<file path="src/rtl/inputs_mem_pkg.sv">
// Shared types and constants for the input-sample memory arbiter.
// Requester ids are one bit: 0 is the host/loader, 1 is the compute datapath.
package inputs_mem_pkg;

  localparam int unsigned DATA_W    = 16;
  localparam int unsigned ADDR_W    = 7;
  localparam int unsigned MAX_BURST = 8;
  localparam int unsigned RD_LAT    = 1;

  typedef logic req_id_t;

  typedef enum logic {
    StIdle,
    StOwn
  } arb_state_e;

endpackage

</file>
<file path="src/rtl/rd_tag_pipe.sv">
// Fixed-depth shift register of {valid, id} read tags; lines up each issued read
// with the memory's read latency so the result can be steered to its requester.
module rd_tag_pipe
  import inputs_mem_pkg::*;
#(
  parameter int unsigned Depth = 1
) (
  input  logic    clk,
  input  logic    rst,
  input  logic    in_valid_i,
  input  req_id_t in_id_i,
  output logic    out_valid_o,
  output req_id_t out_id_o
);

  logic [Depth-1:0] valid_q, valid_d;
  logic [Depth-1:0] id_q, id_d;

  always_comb begin
    valid_d    = valid_q;
    id_d       = id_q;
    valid_d[0] = in_valid_i;
    id_d[0]    = in_id_i;
    for (int unsigned i = 1; i < Depth; i++) begin
      valid_d[i] = valid_q[i-1];
      id_d[i]    = id_q[i-1];
    end
  end

  always_ff @(posedge clk or posedge rst) begin
    if (rst) begin
      valid_q <= '0;
      id_q    <= '0;
    end else begin
      valid_q <= valid_d;
      id_q    <= id_d;
    end
  end

  assign out_valid_o = valid_q[Depth-1];
  assign out_id_o    = id_q[Depth-1];

endmodule

</file>
<file path="src/rtl/inputs_mem_arbiter.sv">
// Round-robin, burst-bounded arbiter sharing the single-port input-sample memory
// between two requesters; memory strobes are registered and read data is routed back.
module inputs_mem_arbiter
  import inputs_mem_pkg::*;
#(
  parameter int unsigned DATA_W    = inputs_mem_pkg::DATA_W,
  parameter int unsigned ADDR_W    = inputs_mem_pkg::ADDR_W,
  parameter int unsigned MAX_BURST = inputs_mem_pkg::MAX_BURST,
  parameter int unsigned RD_LAT    = inputs_mem_pkg::RD_LAT
) (
  input  logic              clk,
  input  logic              rst,
  input  logic              req0,
  input  logic              we0,
  input  logic [ADDR_W-1:0] addr0,
  input  logic [DATA_W-1:0] wdata0,
  output logic              gnt0,
  output logic              rvalid0,
  input  logic              req1,
  input  logic              we1,
  input  logic [ADDR_W-1:0] addr1,
  input  logic [DATA_W-1:0] wdata1,
  output logic              gnt1,
  output logic              rvalid1,
  output logic [DATA_W-1:0] rdata,
  output logic [ADDR_W-1:0] mem_address,
  output logic [DATA_W-1:0] mem_in,
  output logic              mem_write,
  output logic              mem_read,
  input  logic [DATA_W-1:0] mem_out
);

  localparam int unsigned CntW = (MAX_BURST > 1) ? $clog2(MAX_BURST) : 1;
  localparam logic [CntW-1:0] CntLast = CntW'(MAX_BURST - 1);

  arb_state_e        state_q, state_d;
  req_id_t           owner_q, owner_d;
  req_id_t           last_owner_q, last_owner_d;
  logic [CntW-1:0]   beat_cnt_q, beat_cnt_d;
  logic              gnt0_q, gnt0_d;
  logic              gnt1_q, gnt1_d;
  logic [ADDR_W-1:0] mem_address_q, mem_address_d;
  logic [DATA_W-1:0] mem_in_q, mem_in_d;
  logic              mem_write_q, mem_write_d;
  logic              mem_read_q, mem_read_d;
  req_id_t           rd_id_q, rd_id_d;

  logic              req_own, req_oth, we_own, accept, release_own;
  logic [ADDR_W-1:0] addr_own;
  logic [DATA_W-1:0] wdata_own;

  always_comb begin
    req_own   = owner_q ? req1 : req0;
    req_oth   = owner_q ? req0 : req1;
    we_own    = owner_q ? we1 : we0;
    addr_own  = owner_q ? addr1 : addr0;
    wdata_own = owner_q ? wdata1 : wdata0;
    accept    = (state_q == StOwn) && req_own;
    // Burst limit only forces a handover when the other side is actually waiting.
    release_own = (state_q == StOwn) &&
                  (!req_own || (accept && (beat_cnt_q == CntLast) && req_oth));
  end

  always_comb begin
    state_d       = state_q;
    owner_d       = owner_q;
    last_owner_d  = last_owner_q;
    beat_cnt_d    = beat_cnt_q;
    mem_address_d = mem_address_q;
    mem_in_d      = mem_in_q;
    mem_write_d   = 1'b0;
    mem_read_d    = 1'b0;
    rd_id_d       = rd_id_q;

    case (state_q)
      StIdle: begin
        if (req0 || req1) begin
          state_d      = StOwn;
          owner_d      = (req0 && req1) ? ~last_owner_q : req_id_t'(req1);
          last_owner_d = owner_d;
          beat_cnt_d   = '0;
        end
      end
      StOwn: begin
        if (accept) begin
          mem_address_d = addr_own;
          mem_in_d      = wdata_own;
          mem_write_d   = we_own;
          mem_read_d    = ~we_own;
          rd_id_d       = owner_q;
          beat_cnt_d    = (beat_cnt_q == CntLast) ? '0 : beat_cnt_q + 1'b1;
        end
        if (release_own) begin
          if (req_oth) begin
            owner_d      = ~owner_q;
            last_owner_d = ~owner_q;
            beat_cnt_d   = '0;
          end else begin
            state_d = StIdle;
          end
        end
      end
      default: state_d = StIdle;
    endcase

    gnt0_d = (state_d == StOwn) && (owner_d == 1'b0);
    gnt1_d = (state_d == StOwn) && (owner_d == 1'b1);
  end

  always_ff @(posedge clk or posedge rst) begin
    if (rst) begin
      state_q       <= StIdle;
      owner_q       <= 1'b0;
      last_owner_q  <= 1'b1;
      beat_cnt_q    <= '0;
      gnt0_q        <= 1'b0;
      gnt1_q        <= 1'b0;
      mem_address_q <= '0;
      mem_in_q      <= '0;
      mem_write_q   <= 1'b0;
      mem_read_q    <= 1'b0;
      rd_id_q       <= 1'b0;
    end else begin
      state_q       <= state_d;
      owner_q       <= owner_d;
      last_owner_q  <= last_owner_d;
      beat_cnt_q    <= beat_cnt_d;
      gnt0_q        <= gnt0_d;
      gnt1_q        <= gnt1_d;
      mem_address_q <= mem_address_d;
      mem_in_q      <= mem_in_d;
      mem_write_q   <= mem_write_d;
      mem_read_q    <= mem_read_d;
      rd_id_q       <= rd_id_d;
    end
  end

  logic    tag_valid;
  req_id_t tag_id;

  // The tag enters while mem_read is high, so it exits alongside valid mem_out.
  rd_tag_pipe #(
    .Depth(RD_LAT)
  ) u_rd_tag_pipe (
    .clk        (clk),
    .rst        (rst),
    .in_valid_i (mem_read_q),
    .in_id_i    (rd_id_q),
    .out_valid_o(tag_valid),
    .out_id_o   (tag_id)
  );

  assign gnt0        = gnt0_q;
  assign gnt1        = gnt1_q;
  assign mem_address = mem_address_q;
  assign mem_in      = mem_in_q;
  assign mem_write   = mem_write_q;
  assign mem_read    = mem_read_q;
  assign rvalid0     = tag_valid && (tag_id == 1'b0);
  assign rvalid1     = tag_valid && (tag_id == 1'b1);
  assign rdata       = tag_valid ? mem_out : '0;

`ifndef SYNTHESIS
  gnt_onehot_a : assert property (@(posedge clk) disable iff (rst) !(gnt0_q && gnt1_q));
  strobe_excl_a : assert property (@(posedge clk) disable iff (rst) !(mem_write_q && mem_read_q));
`endif

endmodule
</file>
<file path="config.mk">
export PLATFORM = sky130hd
export DESIGN_NAME = inputs_mem_arbiter
export DESIGN_NICKNAME = d
export VERILOG_FILES = /design/src/rtl/inputs_mem_pkg.sv /design/src/rtl/rd_tag_pipe.sv /design/src/rtl/inputs_mem_arbiter.sv
export SDC_FILE = /design/constraint.sdc
export NUM_CORES = 1
export LEC_CHECK = 0
export ABC_AREA = 1
export BUFFER_PORTS_ARGS = -buffer_cell sky130_fd_sc_hd__clkbuf_2
export CORE_MARGIN = 2
export CORE_UTILIZATION = 25
export CTS_CLUSTER_DIAMETER = 150
export DETAILED_ROUTE_END_ITERATION = 8
export REMOVE_ABC_BUFFERS = 1
export SYNTH_ARGS = -nofsm -noshare
export SYNTH_HDL_FRONTEND = slang
export SYNTH_SLANG_ARGS = --single-unit
export TNS_END_PERCENT = 20
</file>
<file path="constraint.sdc">
create_clock -name clk -period 1.4 [get_ports clk]
set_input_delay 0.14 -clock clk [delete_from_list [all_inputs] [get_ports clk]]
set_output_delay 0.14 -clock clk [all_outputs]
set_load 0.03 [all_outputs]
</file>
* Yosys cells after proc, flatten, opt, wreduce, memory -nomap -nowiden
Cells that the tools add are included.
Storage, ports and cells: input port bits 68, register bits 36
Cells by class: bitwise logic cells 6, $add $sub $neg 1, equal/unequal tests 4, mux-type cells 29, reduce and logical (&&, ||, !) cells 14
Operators by type and width (number):
- $mux W16 | 2
- $mux W1 | 17
- $mux W3 | 5
- $logic_and A1 B1 Y1 | 9
- $mux W7 | 1
- $not A1 Y1 | 6
- $pmux W1 S2 | 3
- $pmux W3 S2 | 1
- $ne A2 B1 Y1 const B | 2
- $add A3 B1 Y3 const B | 1
- $eq A3 B3 Y1 const B | 1
- $reduce_and A3 Y1 | 1
- $logic_or A1 B1 Y1 | 2
- $ne A2 B2 Y1 const B | 1
- $reduce_and A2 Y1 | 1
- $logic_not A1 Y1 | 1

* Depth between registers and ports, before layout
word-level depth 10, mapped depth 9, gate-level depth less buffers 9

* By module
Synthesis repeated with hierarchy kept, for this count alone.
Unflattened totals: cell total of the unflattened synthesis 233, area total of the unflattened synthesis 1799.2 µm²
Modules (own cells, without submodules):
- inputs_mem_arbiter | area each 1745.4 µm², cells each 230, instances 1, sequential area each 852.1 µm²
- rd_tag_pipe | area each 53.8 µm², cells each 3, instances 1, sequential area each 50.0 µm²

* Worst setup path after synthesis
No wires, ideal clock.
kind reg-to-output, start point register u_rd_tag_pipe.valid_q, in the netlist u_rd_tag_pipe.out_valid_o, end point output port rdata[0], arrival time 1.097 ns, setup slack 0.163 ns, stages on the path, launching flop included 5, required time 1.260 ns, cells stage by stage dfrtp_1 clkbuf_1 clkbuf_1 nand2_1 inv_1
Between the ends: longest elaborated chain between the ends 1
Ends and longest elaborated chain:
- start: declaration | RTL line rd_tag_pipe.sv:16 | logic [Depth-1:0] valid_q, valid_d;
- start signal: assignment | RTL line rd_tag_pipe.sv:35 | valid_q <= valid_d;
- $mux W16 | RTL line inputs_mem_arbiter.sv:161 | assign rdata = tag_valid ? mem_out : '0;
- end: declaration | RTL line inputs_mem_arbiter.sv:25 | output logic [DATA_W-1:0] rdata,
Every way passes these cells.

* Final worst setup path
start point register beat_cnt_q[0], end point register last_owner_q
Between the ends: longest elaborated chain between the ends 7
Ends and longest elaborated chain:
- start: declaration | RTL line inputs_mem_arbiter.sv:39 | logic [CntW-1:0] beat_cnt_q, beat_cnt_d;
- start signal: assignment | RTL line inputs_mem_arbiter.sv:127 | beat_cnt_q <= beat_cnt_d;
- $eq A3 B3 Y1 | RTL line inputs_mem_arbiter.sv:61 | (!req_own || (accept && (beat_cnt_q == CntLast) && req_oth));
- $logic_and A1 B1 Y1 (2 in series) | RTL line inputs_mem_arbiter.sv:61
- $logic_or A1 B1 Y1 | RTL line inputs_mem_arbiter.sv:61
- $logic_and A1 B1 Y1 | RTL line inputs_mem_arbiter.sv:60 | release_own = (state_q == StOwn) &&
- $ne A2 B1 Y1 (no source line)
- $reduce_and A3 Y1 (no source line)
- end signal: assignment | RTL line inputs_mem_arbiter.sv:126 | last_owner_q <= last_owner_d;
- end: declaration | RTL line inputs_mem_arbiter.sv:38 | req_id_t last_owner_q, last_owner_d;
Every way passes these cells. A chain may end at the register's enable or synchronous reset.

==> results_dict.tcl <==
set metrics [dict create \
    synth.area.top_cells "sky130_fd_sc_hd__dfrtp_1 (47%), sky130_fd_sc_hd__nand2_1 (16%), sky130_fd_sc_hd__a31oi_1 (7.7%), sky130_fd_sc_hd__nor2_1 (6.4%), sky130_fd_sc_hd__inv_1 (5.4%)" \
    starting_density_of_the_core 0.258 \
    drv.max_cap_violation_count 0 \
    drt_drc_violations_left 0 \
    regToRegSetupSlack_ps 90 \
    postRouteWirelength_um 5300 \
    skew_ps 6.45 \
    tightest_slew_ps 440 \
    grt_antenna_before_repair 0 \
    design_area_sq_mm 0.00278 \
    synth_top_area_cell "sky130_fd_sc_hd__dfrtp_1" \
    cts_tree "done" \
    synth.ff_latch_count 36 \
    run_status "completed" \
    worst_path_arrival_ps 1510 \
    floorplan.die.width_um 90.4 \
    vias_in_the_first_global_route 1847 \
    worst_setup_sp_type "register" \
    grt_pass1_wl_um 8420 \
    grt_max_degree 33 \
    io_buffers 112 \
    synth_sequential_area_ratio 0.483 \
    cts.path.max_buffers 2 \
    r2r_start "beat_cnt_q[0]$_DFFE_PP0P_" \
    setup_viol 0 \
    timing.setup.tns_ps 0 \
    timing.critical_path.fanout_max 4 \
    cellLeakagePower_nw 1.61 \
    drtIter0Drc 75 \
    num_clock_sinks 36 \
    area_growth_syn_to_layout_pct 49.0 \
    post_synthesis_cell_area_sq_mm 0.00187 \
    hold_path_end "mem_in[10]$_DFFE_PP0P_" \
    globalRouteTotalUtil 0.126 \
    synth_top_cell_area_share 0.469 \
    postPlaceCellArea_sq_mm 0.00258 \
    ctsRootBufferMaster "sky130_fd_sc_hd__clkbuf_8" \
    power_density_mw_per_mm2 2200 \
    required_ps 1600 \
    fp.coreArea_sq_mm 0.00725 \
    die_h_um 90.4 \
    syn_inst 240 \
    worstReg2RegEnd "last_owner_q$_DFFE_PP1P_" \
    numCtsBuffers 5 \
    yosys_warnings 0 \
    r2r_cells 6 \
    grt.overflow.total 0 \
    period_share 0.939 \
    ant_nets 0 \
    core.rowCount 31 \
    design.die.area_sq_mm 0.00818 \
    path_class "register to register" \
    timing.final.max_slew_violations 0 \
    place.gp.congestion 0.806 \
    drive_gt1_frac 0.428 \
    count_of_inserted_antenna_diode_cells 0 \
    hold_viol 0 \
    hold_path_depth 3 \
    worst_setup_hold_path_clk_slew_ps 70 \
    routed_via_count 1947 \
    fin_nets 431 \
    synth_area_per_cell_sq_um 7.78 \
    fmax_ghz 0.761 \
    synth_cell_types 22 \
    end_kind "register" \
    min_from "wdata0[10]" \
    route.detailed.wl_per_inst_um 11.5 \
    worst_slew_margin_rel 0.706 \
    cp-startpoint "beat_cnt_q[0]$_DFFE_PP0P_" \
    drtPass1Iterations 4 \
    hold_path.class "primary input to register" \
    timing.final.crit_period_ps 1310 \
    dp.final_hpwl_um 4130 \
    ir_worst_vdd_mv 0.852 \
    clk-insertion-delay-late_ps 280 \
    rsz_0062_raised_after_global_routing "true" \
    num_io_pins 113 \
    post_detailed_route_via_to_cell_ratio 4.22 \
    cts_htree_levels 2 \
]
[layer usage]
| metal | GRT usage | vias up | wire [um] |
|---|---|---|---|
| met3 | 0.0342 | 4 | 362 |
| met5 | 0 | - | 0 |
| met2 | 0.216 | 78 | 2540 |
| li1 | - | 989 | - |
| met1 | 0.151 | 876 | 2340 |
| met4 | 0.0462 | 0 | 53 |
[synth_stat cells]
master,instances
sky130_fd_sc_hd__nor2_8,1
sky130_fd_sc_hd__a21oi_1,3
sky130_fd_sc_hd__inv_2,3
sky130_fd_sc_hd__nand3_2,3
sky130_fd_sc_hd__dfrtp_1,35
sky130_fd_sc_hd__buf_6,4
sky130_fd_sc_hd__nand3_1,3
sky130_fd_sc_hd__ha_1,2
sky130_fd_sc_hd__or2_2,3
sky130_fd_sc_hd__nand2_2,2
sky130_fd_sc_hd__o21ai_1,1
sky130_fd_sc_hd__nand2_1,79
sky130_fd_sc_hd__o21ai_0,5
sky130_fd_sc_hd__nor2_1,32
sky130_fd_sc_hd__buf_4,3
sky130_fd_sc_hd__dfstp_2,1
sky130_fd_sc_hd__or2_0,1
sky130_fd_sc_hd__inv_1,27
sky130_fd_sc_hd__clkbuf_1,6
sky130_fd_sc_hd__a31oi_1,23
sky130_fd_sc_hd__nand2_4,2
sky130_fd_sc_hd__nand3b_1,1
[where the power goes]
group	total (mW)	internal, mW	leakage [nW]	switching (mW)
clock	0.887	0.528	0.0552	0.359
sequential	1.85	1.54	0.417	0.306
combinational	3.39	1.15	1.13	2.24
[cell type report]
class,count,area (sq um)
fill,759,4470
sequential,36,905
multi-input combinational,161,801
timing repair buffer,127,731
tap,99,124
inverter,30,115
clock buffer,6,72.6
clock inverter,2,35.0
[cells in the final DEF (no fill, tap or decap)]
master,instances
sky130_fd_sc_hd__a21oi_1,3
sky130_fd_sc_hd__a31oi_1,23
sky130_fd_sc_hd__buf_12,3
sky130_fd_sc_hd__buf_4,10
sky130_fd_sc_hd__bufinv_16,1
sky130_fd_sc_hd__clkbuf_1,1
sky130_fd_sc_hd__clkbuf_16,1
sky130_fd_sc_hd__clkbuf_2,112
sky130_fd_sc_hd__clkbuf_8,5
sky130_fd_sc_hd__clkinv_2,1
sky130_fd_sc_hd__dfrtp_1,33
sky130_fd_sc_hd__dfrtp_2,2
sky130_fd_sc_hd__dfstp_2,1
sky130_fd_sc_hd__dlygate4sd3_1,1
sky130_fd_sc_hd__ha_2,1
sky130_fd_sc_hd__ha_4,1
sky130_fd_sc_hd__inv_1,26
sky130_fd_sc_hd__inv_2,3
sky130_fd_sc_hd__inv_4,1
sky130_fd_sc_hd__nand2_1,77
sky130_fd_sc_hd__nand2_2,2
sky130_fd_sc_hd__nand2_4,4
sky130_fd_sc_hd__nand3_1,3
sky130_fd_sc_hd__nand3_2,2
sky130_fd_sc_hd__nand3_4,1
sky130_fd_sc_hd__nand3b_1,1
sky130_fd_sc_hd__nor2_1,32
sky130_fd_sc_hd__nor2_8,1
sky130_fd_sc_hd__o21ai_0,5
sky130_fd_sc_hd__o21ai_1,1
sky130_fd_sc_hd__or2_0,1
sky130_fd_sc_hd__or2_2,3
[worst max-delay path by stage]
stage / end / slack [ps] / cells after the start
finish: last_owner_q$_DFFE_PP1P_ / 90 / 6
global route: last_owner_q$_DFFE_PP1P_ / -30 / 6
detailed placement: mem_address[4]$_DFFE_PP0P_ / -40 / 7
floorplan: beat_cnt_q[2]$_DFFE_PP0P_ / -990 / 8
global placement: mem_address[0]$_DFFE_PP0P_ / 20 / 7
CTS: gnt1$_DFF_PP0_ / 10 / 8
[kinds of logic (layout without fill, tap and decap cells)]
kind of cell | Yosys count | count (layout) | synth area share
AND/OR/NAND/NOR | 127 | 127 | 0.294
adder cells (fa/ha/maj) | 2 | 2 | 0.0134
flip-flops | 36 | 36 | 0.483
buffers and inverters | 43 | 165 | 0.109
AO/OA/AOI/OAI | 32 | 32 | 0.101
[sequential cells by signal (all words and copies together), names as in the netlist]
name                       flops
beat_cnt_q                     3
gnt0                           1
rd_id_q                        1
mem_write                      1
gnt1                           1
u_rd_tag_pipe.out_id_o         1
owner_q                        1
mem_address                    7
mem_read                       1
u_rd_tag_pipe.out_valid_o      1
state_q                        1
mem_in                        16
last_owner_q                   1
[critical path: stages (launching register included)]
cell,delay [ps]
sky130_fd_sc_hd__dfrtp_1,390
sky130_fd_sc_hd__ha_2,210
sky130_fd_sc_hd__ha_4,150
sky130_fd_sc_hd__nand3_4,80
sky130_fd_sc_hd__nand2_1,100
sky130_fd_sc_hd__nand3_2,110
sky130_fd_sc_hd__o21ai_0,190
[per-stage QoR]
step / total power [mW] / std cells / util / hold slack, ps / setup slack (ps)
final: 6.12 / 461 / 0.384 / 91.7 / 85.7
after global routing: 6.59 / 461 / 0.384 / 83.9 / -27.2
after CTS: 6.04 / 458 / 0.373 / 80.1 / 10.4
after detailed placement: 5.12 / 449 / 0.356 / 154 / -41.2
after global placement: 5.07 / 449 / 0.356 / 152 / 24.4
after floorplan: 3.94 / 227 / - / 262 / -995
[timing repair]
item | in CTS | in global routing
hold buffers | 1 | 0
endpoints found under the setup margin | 28 | 40
endpoints found under the hold margin | 8 | 0
cloned | 0 | 1
setup buffers | 0 | 2
resized for setup | 2 | 10
pin swaps | 0 | 2
Note: power is estimated with default switching activity, not from simulation.
